--- src/rtl/spi_bus_arbiter.sv ---
// Two-requester arbiter in front of a byte-wide SPI master: owns chip selects,
// sequences setup/transfer/gap phases and keeps one byte outstanding at a time.
`timescale 1ns/1ps
module spi_bus_arbiter #(
  parameter int CS_SETUP = 2,
  parameter int CS_GAP   = 31
) (
  input  logic       clk,
  input  logic       rst,
  input  logic       req_0,
  input  logic       req_1,
  input  logic [4:0] len_0,
  input  logic [4:0] len_1,
  input  logic [7:0] tx_byte_0,
  input  logic [7:0] tx_byte_1,
  input  logic       tx_dv_0,
  input  logic       tx_dv_1,
  output logic       tx_rdy_0,
  output logic       tx_rdy_1,
  output logic       rx_dv_0,
  output logic       rx_dv_1,
  output logic       gnt_0,
  output logic       gnt_1,
  output logic       done_0,
  output logic       done_1,
  output logic [7:0] rx_byte,
  output logic [1:0] cs_n,
  output logic [7:0] m_tx_byte,
  output logic       m_tx_dv,
  input  logic       m_tx_ready,
  input  logic       m_rx_dv,
  input  logic [7:0] m_rx_byte
);

  typedef enum logic [1:0] {IDLE, SETUP, XFER, GAP} state_t;

  localparam logic [15:0] SETUP_LAST = 16'(CS_SETUP - 1);
  localparam logic [15:0] GAP_LAST   = 16'(CS_GAP - 1);

  state_t      state_q, state_d;
  logic        owner_q, owner_d;
  logic        last_owner_q, last_owner_d;
  logic [4:0]  len_q, len_d;
  logic [4:0]  sent_q, sent_d;
  logic [4:0]  rcvd_q, rcvd_d;
  logic        pending_q, pending_d;
  logic [15:0] cnt_q, cnt_d;
  logic [1:0]  gnt_q, gnt_d;
  logic [1:0]  cs_n_q, cs_n_d;
  logic [1:0]  done_q, done_d;
  logic [1:0]  rx_dv_q, rx_dv_d;
  logic [7:0]  rx_byte_q, rx_byte_d;
  logic [7:0]  m_tx_byte_q, m_tx_byte_d;
  logic        m_tx_dv_q, m_tx_dv_d;

  logic [1:0]  req_vec;
  logic        grant_sel;
  logic [4:0]  grant_len;
  logic        tx_dv_own;
  logic [7:0]  tx_byte_own;
  logic        xfer_rdy;
  logic        accept;
  logic        rx_take;

  // A requester whose done pulse is on the wire is still holding req for this
  // cycle; masking it stops a zero-length request from being granted twice.
  always_comb begin
    req_vec     = {req_1 & ~done_q[1], req_0 & ~done_q[0]};
    grant_sel   = (req_vec == 2'b11) ? ~last_owner_q : req_vec[1];
    grant_len   = grant_sel ? len_1 : len_0;
    tx_dv_own   = owner_q ? tx_dv_1 : tx_dv_0;
    tx_byte_own = owner_q ? tx_byte_1 : tx_byte_0;
    xfer_rdy    = (state_q == XFER) & m_tx_ready & ~pending_q & (sent_q < len_q);
    accept      = xfer_rdy & tx_dv_own;
    rx_take     = (state_q == XFER) & m_rx_dv;
  end

  assign tx_rdy_0  = xfer_rdy & ~owner_q;
  assign tx_rdy_1  = xfer_rdy & owner_q;
  assign rx_dv_0   = rx_dv_q[0];
  assign rx_dv_1   = rx_dv_q[1];
  assign gnt_0     = gnt_q[0];
  assign gnt_1     = gnt_q[1];
  assign done_0    = done_q[0];
  assign done_1    = done_q[1];
  assign rx_byte   = rx_byte_q;
  assign cs_n      = cs_n_q;
  assign m_tx_byte = m_tx_byte_q;
  assign m_tx_dv   = m_tx_dv_q;

  always_comb begin
    state_d      = state_q;
    owner_d      = owner_q;
    last_owner_d = last_owner_q;
    len_d        = len_q;
    sent_d       = sent_q;
    rcvd_d       = rcvd_q;
    pending_d    = pending_q;
    cnt_d        = cnt_q;
    gnt_d        = gnt_q;
    cs_n_d       = cs_n_q;
    done_d       = 2'b00;
    rx_dv_d      = 2'b00;
    rx_byte_d    = rx_byte_q;
    m_tx_byte_d  = m_tx_byte_q;
    m_tx_dv_d    = 1'b0;

    case (state_q)
      IDLE: begin
        if (req_vec != 2'b00) begin
          owner_d   = grant_sel;
          len_d     = grant_len;
          sent_d    = 5'd0;
          rcvd_d    = 5'd0;
          pending_d = 1'b0;
          cnt_d     = 16'd0;
          if (grant_len == 5'd0) begin
            done_d[grant_sel] = 1'b1;
            last_owner_d      = grant_sel;
          end else begin
            gnt_d   = grant_sel ? 2'b10 : 2'b01;
            cs_n_d  = grant_sel ? 2'b01 : 2'b10;
            state_d = SETUP;
          end
        end
      end

      SETUP: begin
        if (cnt_q == SETUP_LAST) begin
          cnt_d   = 16'd0;
          state_d = XFER;
        end else begin
          cnt_d = cnt_q + 16'd1;
        end
      end

      XFER: begin
        if (rcvd_q == len_q) begin
          cs_n_d           = 2'b11;
          gnt_d            = 2'b00;
          done_d[owner_q]  = 1'b1;
          last_owner_d     = owner_q;
          cnt_d            = 16'd0;
          state_d          = GAP;
        end else begin
          if (rx_take) begin
            rx_byte_d        = m_rx_byte;
            rx_dv_d[owner_q] = 1'b1;
            rcvd_d           = rcvd_q + 5'd1;
            pending_d        = 1'b0;
          end
          if (accept) begin
            m_tx_byte_d = tx_byte_own;
            m_tx_dv_d   = 1'b1;
            sent_d      = sent_q + 5'd1;
            pending_d   = 1'b1;
          end
        end
      end

      GAP: begin
        if (cnt_q == GAP_LAST) begin
          cnt_d   = 16'd0;
          state_d = IDLE;
        end else begin
          cnt_d = cnt_q + 16'd1;
        end
      end

      default: state_d = IDLE;
    endcase
  end

  always_ff @(posedge clk) begin
    if (rst) begin
      state_q      <= IDLE;
      owner_q      <= 1'b0;
      last_owner_q <= 1'b1;
      len_q        <= 5'd0;
      sent_q       <= 5'd0;
      rcvd_q       <= 5'd0;
      pending_q    <= 1'b0;
      cnt_q        <= 16'd0;
      gnt_q        <= 2'b00;
      cs_n_q       <= 2'b11;
      done_q       <= 2'b00;
      rx_dv_q      <= 2'b00;
      rx_byte_q    <= 8'h00;
      m_tx_byte_q  <= 8'h00;
      m_tx_dv_q    <= 1'b0;
    end else begin
      state_q      <= state_d;
      owner_q      <= owner_d;
      last_owner_q <= last_owner_d;
      len_q        <= len_d;
      sent_q       <= sent_d;
      rcvd_q       <= rcvd_d;
      pending_q    <= pending_d;
      cnt_q        <= cnt_d;
      gnt_q        <= gnt_d;
      cs_n_q       <= cs_n_d;
      done_q       <= done_d;
      rx_dv_q      <= rx_dv_d;
      rx_byte_q    <= rx_byte_d;
      m_tx_byte_q  <= m_tx_byte_d;
      m_tx_dv_q    <= m_tx_dv_d;
    end
  end

endmodule

--- config.mk ---
export PLATFORM = sky130hd
export DESIGN_NAME = spi_bus_arbiter
export DESIGN_NICKNAME = d
export VERILOG_FILES = /design/src/rtl/spi_bus_arbiter.sv
export SDC_FILE = /design/constraint.sdc
export NUM_CORES = 1
export LEC_CHECK = 0
export CAP_MARGIN = 20
export CORE_MARGIN = 5
export CORE_UTILIZATION = 45
export DETAILED_ROUTE_END_ITERATION = 12
export HOLD_SLACK_MARGIN = 0.12
export PLACE_DENSITY = 0.71
export SYNTH_ARGS = -nofsm -noshare
export SYNTH_HDL_FRONTEND = slang
export SYNTH_SLANG_ARGS = --single-unit
--- constraint.sdc ---
create_clock -name clk -period 2.9 [get_ports clk]
set_clock_uncertainty 0.15 [all_clocks]
set_input_delay 0.725 -clock clk [delete_from_list [all_inputs] [get_ports clk]]
set_output_delay 0.725 -clock clk [all_outputs]
set_load 0.01 [all_outputs]
==> results of run 1 <==
[worst register-to-register path: cells and delay by family (launching register included)]
kind | cells | cell delay (ps)
buffers and inverters | 2 | 300
AOI/OAI and AO/OA | 3 | 710
DFF | 1 | 390
adders and majority gates | 1 | 240
and+or+nand+nor | 2 | 550
[cell type report]
type | count | area [µm²] | share of cell area [%]
clock buffers | 15 | 166 | 3.76
repair buffers | 84 | 798 | 18.0
well taps | 99 | 124 | 2.80
clock inverters | 1 | 5.00 | 0.113
flip-flops and latches | 61 | 1220 | 27.6
multi-input cells | 284 | 2040 | 46.0
inverters | 19 | 71.3 | 1.61
[worst paths after layout]
| path | start | endpoint | slack [ps] |
|---|---|---|---|
| max | m_tx_ready | tx_rdy_1 | 200 |
| min | owner_q | rx_dv_q[0] | 330 |
| max reg2reg | state_q[0] | rcvd_q[3] | 480 |
| min reg2reg | owner_q | rx_dv_q[0] | 330 |
[cell usage after synthesis, drive strengths merged, types with 5 or more instances]
| library cell | n |
|---|---|
| or4 | 8 |
| nand4 | 9 |
| nor3 | 10 |
| o21ai | 11 |
| nand2 | 20 |
| nor2 | 26 |
| and3 | 10 |
| a211oi | 6 |
| o32ai | 6 |
| o31ai | 5 |
| inv | 19 |
| a311oi | 10 |
| mux2i | 25 |
| and2 | 6 |
| dfxtp | 61 |
| ha | 13 |
| nor2b | 5 |
| clkbuf | 10 |
| a21oi | 37 |
| buf | 11 |
| nand3 | 20 |
| or3 | 6 |
[flip-flops by register name (all words and copies together), names as in the netlist, 2 cells and up]
name and count:
done_q 2, rcvd_q 5, gnt_q 2, state_q 2, rx_dv_q 2, sent_q 5, cs_n 2, m_tx_byte 8
len_q 5, rx_byte 8, cnt_q 16
[what timing repair did]
action | 4_1_cts | 5_1_grt
endpoints found under the setup margin | 2 | 2
resized for setup | 6 | 4
hold buffers | 0 | 0
pin swaps | 1 | 2
[cell usage in the layout, fill, tap and decap left out, types with 2 or more instances in the layout]
cell type,instances
nand2_1,19
nor2b_1,5
nor2_1,25
o21a_1,4
a311oi_1,9
inv_1,19
mux2_1,2
a21oi_1,36
clkbuf_1,4
xnor2_1,4
a31o_2,3
and2_1,6
nor3_1,10
buf_4,15
nand3_1,20
o32ai_1,6
o211ai_1,2
ha_1,13
clkdlybuf4s50_1,65
or4_1,8
mux2i_1,25
nor4_1,3
clkbuf_2,2
a211oi_1,6
nand4b_1,2
nand4_1,9
o31ai_1,5
clkbuf_8,11
o21ai_0,9
a31oi_1,2
nand3b_1,2
a21o_1,2
and3_1,9
nand2b_1,3
dfxtp_1,60
or3_1,6
[cell families (layout without fill, tap and decap cells)]
kind of cell    Yosys count  after routing  synth area share (%)
fa+ha+maj                13             13                  4.77
xor+xnor                  6              6                  1.76
buf+inv                  40            119                  5.13
mux                      28             28                  8.32
flops                    61             61                  35.8
compound gates          100            100                  21.7
simple gates            137            137                  22.6
[through the flow]
stage	util [%]	hold WS [ps]	instance area [µm²]
2_1_floorplan	-	286	3410
3_3_place_gp	57.8	311	4240
3_5_place_dp	57.8	316	4240
4_1_cts	60.4	327	4430
5_1_grt	60.4	363	4420
6_report	60.4	330	4420
[routing by layer]
metal  vias up  track usage (%)  part of all wire, %
li1       1588                -                    -
met1      1511             26.6                   47
met2        82             29.7                   46
met3        19             3.80                  5.1
met4         0             8.64                  2.2
met5         -                0                    0
[power by group through the flow]
stage / clock network (W) / registers [W] / logic, W
2_1_floorplan: 0 / 0.00103 / 0.00109
3_3_place_gp: 0 / 0.00102 / 0.00149
3_5_place_dp: 0 / 0.00103 / 0.00151
4_1_cts: 0.000698 / 0.00101 / 0.00152
5_1_grt: 0.000740 / 0.00102 / 0.00168
6_report: 0.000669 / 0.00101 / 0.00153
==> impl_metrics.tcl, run 1 <==
set metrics [dict create \
    outcome "completed" \
    routed_vias_inst 5.68 \
    synth_async_sr_flop_share_pct 0 \
    yosysTopAreaCell "dfxtp_1" \
    finalWorstPathRequiredPeriod_ps 2700 \
    synth-edff-count 0 \
    grt_usage_pct 19.5 \
    hold_path.class "reg2reg" \
    crit_required_ps 2030 \
    switching_power_w 0.00127 \
    grt_pass1_vias 3152 \
    grt_overflow_total 0 \
    placed_cells_incl_taps 547 \
    wire_per_inst_um 15.7 \
    period_share_pct 93.3 \
    final_cells 563 \
    max_cap_violations 0 \
    clkLatencyLatePin_ps 340 \
    row_count 31 \
    setup_slack_ps 195 \
    die_width_um 97.1 \
    worst_path_max_delay_cell "clkdlybuf4s50_1" \
    critPathMaxStageDelay_ps 460 \
    path_max_fanout 2 \
    power_report.internal_total_w 0.00195 \
    clkPwrFrac_pct 20.8 \
    power.share.switching_pct 39.4 \
    power_w 0.00321 \
    netlist_top_cells_area "dfxtp_1, mux2i_1, a21oi_1" \
    final_net_count 514 \
    post_route_drc_violation_count 0 \
    critical_path_depth 5 \
    final_hold_violating_endpoints 0 \
    timing.final.setup_violations 0 \
    cts-htree-levels 3 \
    worstPathBufferInverterCount 2 \
    timing_worst_slew_pin_value_ps 613 \
    reg2reg_depth 8 \
    timing.hold.worst_path_depth 1 \
    area_delta_synth_final_pct 29.7 \
    tritoncts "yes" \
    grt_first_pass_wirelength_mm 15.4 \
    drv_slew 0 \
    detail_route.wirelength_mm 8.83 \
    p_comb_share_pct 47.7 \
    power-per-cell-area_nw_per_um2 726 \
    detailedPlace.worstSlack_ps -345 \
    timing.critical_path.from_type "primary input" \
    critical-path-top-delay-family "buffers and inverters" \
    layout-drive-gt1-share_pct 11.6 \
    post_synth_inst_count 385 \
    root_buffer "clkbuf_8" \
    vias 3200 \
    floorplan.die_area_um2 9420 \
    ys_ff_latch 61 \
    total_negative_setup_slacks_ps 0 \
    number_of_cts_inserted_buffers 9 \
    seq_area_frac_synth_pct 35.8 \
    syn_avg_cell_area_um2 8.86 \
    timing.max_slew.rel_slack_pct 59.1 \
    post_cts_setup_bufs 0 \
    synth_warnings 0 \
    grt_setup_unrepaired "no" \
    dr.first_iter.drc_count 211 \
    worst_ep_arrival_time_ps 1830 \
    antenna_fix_cells 0 \
    core_um2 7330 \
    max_freq_ghz 0.370 \
    nFillCells 630 \
    crit_path_capture_type "primary output" \
    seq_power_share_pct 31.5 \
    p_leak_nw 1.56 \
    io_pins 69 \
    primary_flip_flop_cell_chosen_by_synthesis_mapping "dfxtp_1" \
    syn_nets 440 \
    synth_cell_types 63 \
    tritoncts_num_sinks 61 \
    place.port_buffers 68 \
    cts_buffer_depth 2 \
    initial_core_util_pct 46.5 \
    clk_pin_slew_ps 60 \
    die_height_um 97.1 \
    firstDrtPassIters 6 \
    critical_path_cell_sequence "clkdlybuf4s50_1, nor4bb_4, o211a_1, and2_1, clkbuf_2" \
    place_hpwl_mm 6.57 \
    synth_top_cell_area_share_pct 35.8 \
    place.gp.congestion 0.850 \
    peakVddDrop_v 0.000408 \
    number_of_antenna_violating_nets_in_the_routed_design 0 \
    antenna_found_initial 0 \
    syn_area_um2 3410 \
    grt_start_max_net_pins 41 \
    timing.setup.critical_path_class "in2out" \
]
(Power assumes the default switching activity.)
==> inputs of run 2 (changes only) <==
--- a/config.mk
+++ b/config.mk
@@ -5,12 +5,13 @@
 export SDC_FILE = /design/constraint.sdc
 export NUM_CORES = 1
 export LEC_CHECK = 0
+export ABC_AREA = 0
 export CAP_MARGIN = 20
 export CORE_MARGIN = 5
 export CORE_UTILIZATION = 45
 export DETAILED_ROUTE_END_ITERATION = 12
 export HOLD_SLACK_MARGIN = 0.12
-export PLACE_DENSITY = 0.71
+export PLACE_DENSITY = 0.74
 export SYNTH_ARGS = -nofsm -noshare
 export SYNTH_HDL_FRONTEND = slang
 export SYNTH_SLANG_ARGS = --single-unit
==> constraint.sdc (replaced) <==
create_clock -name clk -period 2.3 [get_ports clk]
set_clock_uncertainty 0.15 [all_clocks]
set_input_delay 0.575 -clock clk [delete_from_list [all_inputs] [get_ports clk]]
set_output_delay 0.575 -clock clk [all_outputs]
set_load 0.01 [all_outputs]
==> impl_metrics.tcl, run 2 (same netlist as run 1, synthesis figures left out) <==
set metrics [dict create \
    final_net_count 551 \
    drv_slew 0 \
    clkLatencyLatePin_ps 360 \
    clk_pin_slew_ps 80 \
    area_delta_synth_final_pct 43.7 \
    r2r_start "state_q[0]" \
    place.gp.congestion 0.869 \
    largest-register "cnt_q" \
    final_cells 600 \
    wire_per_inst_um 16.5 \
    grt_busiest_layer "met2" \
    timing_worst_slew_pin_value_ps 583 \
    grt_overflow_total 0 \
    dr.first_iter.drc_count 165 \
    grt_setup_unrepaired "yes" \
    worst_ep_arrival_time_ps 1710 \
    tritoncts "yes" \
    die_height_um 97.1 \
    worst-r2r-setup-slack_ps 90 \
    final_common_cell "dfxtp_1" \
    cts_buffer_depth 2 \
    critical_path_cell_sequence "inv_2, ha_4, a21o_1, a31oi_4, o211a_1, and2_1, buf_2" \
    crit_path_capture_type "primary output" \
    place.port_buffers 68 \
    peakVddDrop_v 0.000639 \
    critical-path-top-delay-family "compound AO/OA/AOI/OAI gates" \
    max_freq_ghz 0.411 \
    core_um2 7330 \
    largest_register_ffs 16 \
    antenna_found_initial 0 \
    worst_r2r_endpoint "sent_q[3]" \
    final-seq-area_um2 1220 \
    firstDrtPassIters 5 \
    period_share_pct 106 \
    floorplan.die_area_um2 9420 \
    worst_path_max_delay_cell "dfxtp_2" \
    grt_first_pass_wirelength_mm 16.0 \
    placed_cells_incl_taps 581 \
    layout_common_cells "dfxtp_1, clkdlybuf4s50_1, buf_4" \
    grt_use_met1_pct 26.8 \
    cts.hold.buffers_added 0 \
    worstPathBufferInverterCount 2 \
    path_max_fanout 2 \
    violations "setup timing" \
    hold_path.class "reg2reg" \
    detailedPlace.worstSlack_ps -637 \
    tritoncts_num_sinks 61 \
    timing.critical_path.from_type "register" \
    grt.met2_usage_pct 33.1 \
    cts-htree-levels 3 \
    total_negative_setup_slacks_ps -252 \
    max_cap_violations 0 \
    grt_pass1_vias 3285 \
    start_point_of_the_worst_hold_path "rx_byte[7]" \
    grt_use_met3_pct 4.38 \
    multiInputGateArea_um2 2130 \
    initial_core_util_pct 46.5 \
    vias 3374 \
    die_width_um 97.1 \
    setup_slack_ps -134 \
    routed_vias_inst 5.62 \
    post_route_drc_violation_count 0 \
    p_leak_nw 1.86 \
    antenna_fix_cells 0 \
    power-per-cell-area_nw_per_um2 997 \
    critPathMaxStageDelay_ps 330 \
    reg2reg_depth 8 \
    crit_required_ps 1570 \
    outcome "finished, violations left" \
    timing.final.setup_violations 2 \
    grt_start_max_net_pins 23 \
    layout-drive-gt1-share_pct 22.0 \
    detail_route.wirelength_mm 9.90 \
    number_of_antenna_violating_nets_in_the_routed_design 0 \
    finalWorstPathRequiredPeriod_ps 2430 \
    worstHoldEndpoint "rx_byte[7]" \
    place_hpwl_mm 7.18 \
    timing.setup.critical_path_class "reg2out" \
    fin_hold_ws_ps 350 \
    grt_usage_pct 20.8 \
    row_count 31 \
    timing.hold.worst_path_depth 2 \
    nFillCells 529 \
    root_buffer "clkbuf_8" \
    final_hold_violating_endpoints 0 \
    timing.max_slew.rel_slack_pct 60.8 \
    number_of_cts_inserted_buffers 9 \
    io_pins 69 \
]
[run 2: changes by cell type in the layout (fill, tap and decap cells not counted), moves of 3 or more]
cell,delta
dlygate4sd2_1,+6
dlymetal6s2s_1,+3
buf_4,+35
clkdlybuf4s50_1,-10
clkbuf_1,-4
ha_1,-3
[run 2: cell type report]
| type | count | area share (%) |
|---|---|---|
| Sequential cell | 61 | 25.0 |
| Clock inverter | 3 | 1.33 |
| Timing Repair Buffer | 121 | 22.6 |
| Multi-Input combinational cell | 284 | 43.5 |
| Tap cell | 99 | 2.53 |
| Inverter | 19 | 1.45 |
| Clock buffer | 13 | 3.65 |
[run 2: per-stage QoR]
stage	util, %	total power (W)	area, µm²
floorplan	-	0.00268	3420
global placement	61.7	0.00346	4520
detailed placement	61.7	0.00352	4520
CTS	65.7	0.00477	4810
global route	66.9	0.00515	4900
finish	66.9	0.00489	4900
[run 2: worst register-to-register path, stage by stage (launching register included)]
cell       delay [ps]
dfxtp_1           310
inv_1              80
ha_2              240
buf_12            160
inv_1              80
buf_4             150
a2111oi_4         390
or4b_1            480
nand3_1           100
[run 2: worst max path at each step]
stage	slack, ps	depth (start not counted)	startpoint	to
floorplan	10	5	len_1[1]	gnt_q[0]
global placement	-610	5	m_tx_ready	tx_rdy_1
detailed placement	-640	5	m_tx_ready	tx_rdy_0
CTS	-160	6	sent_q[2]	tx_rdy_1
global route	-190	7	len_q[2]	tx_rdy_1
finish	-130	7	len_q[2]	tx_rdy_1
[run 2: timing repair]
action | 4_1_cts | 5_1_grt
setup endpoints to repair | 9 | 21
buffers inserted | 3 | 0
pin swaps | 11 | 10
gates resized for setup | 25 | 19
[run 2: routing by layer]
metal	vias to the layer above	wire length [µm]	part of all wire (%)
li1	1667	-	-
met4	0	288	2.9
met5	-	0	0
met3	23	381	3.9
met2	92	4680	47
met1	1592	4550	46
[run 2: power breakdown]
part	switching, W	leakage, nW	internal [W]
registers	0.0000756	0.496	0.00118
logic	0.00129	1.24	0.00117
clock network	0.000441	0.126	0.000727
total	0.00181	1.86	0.00308
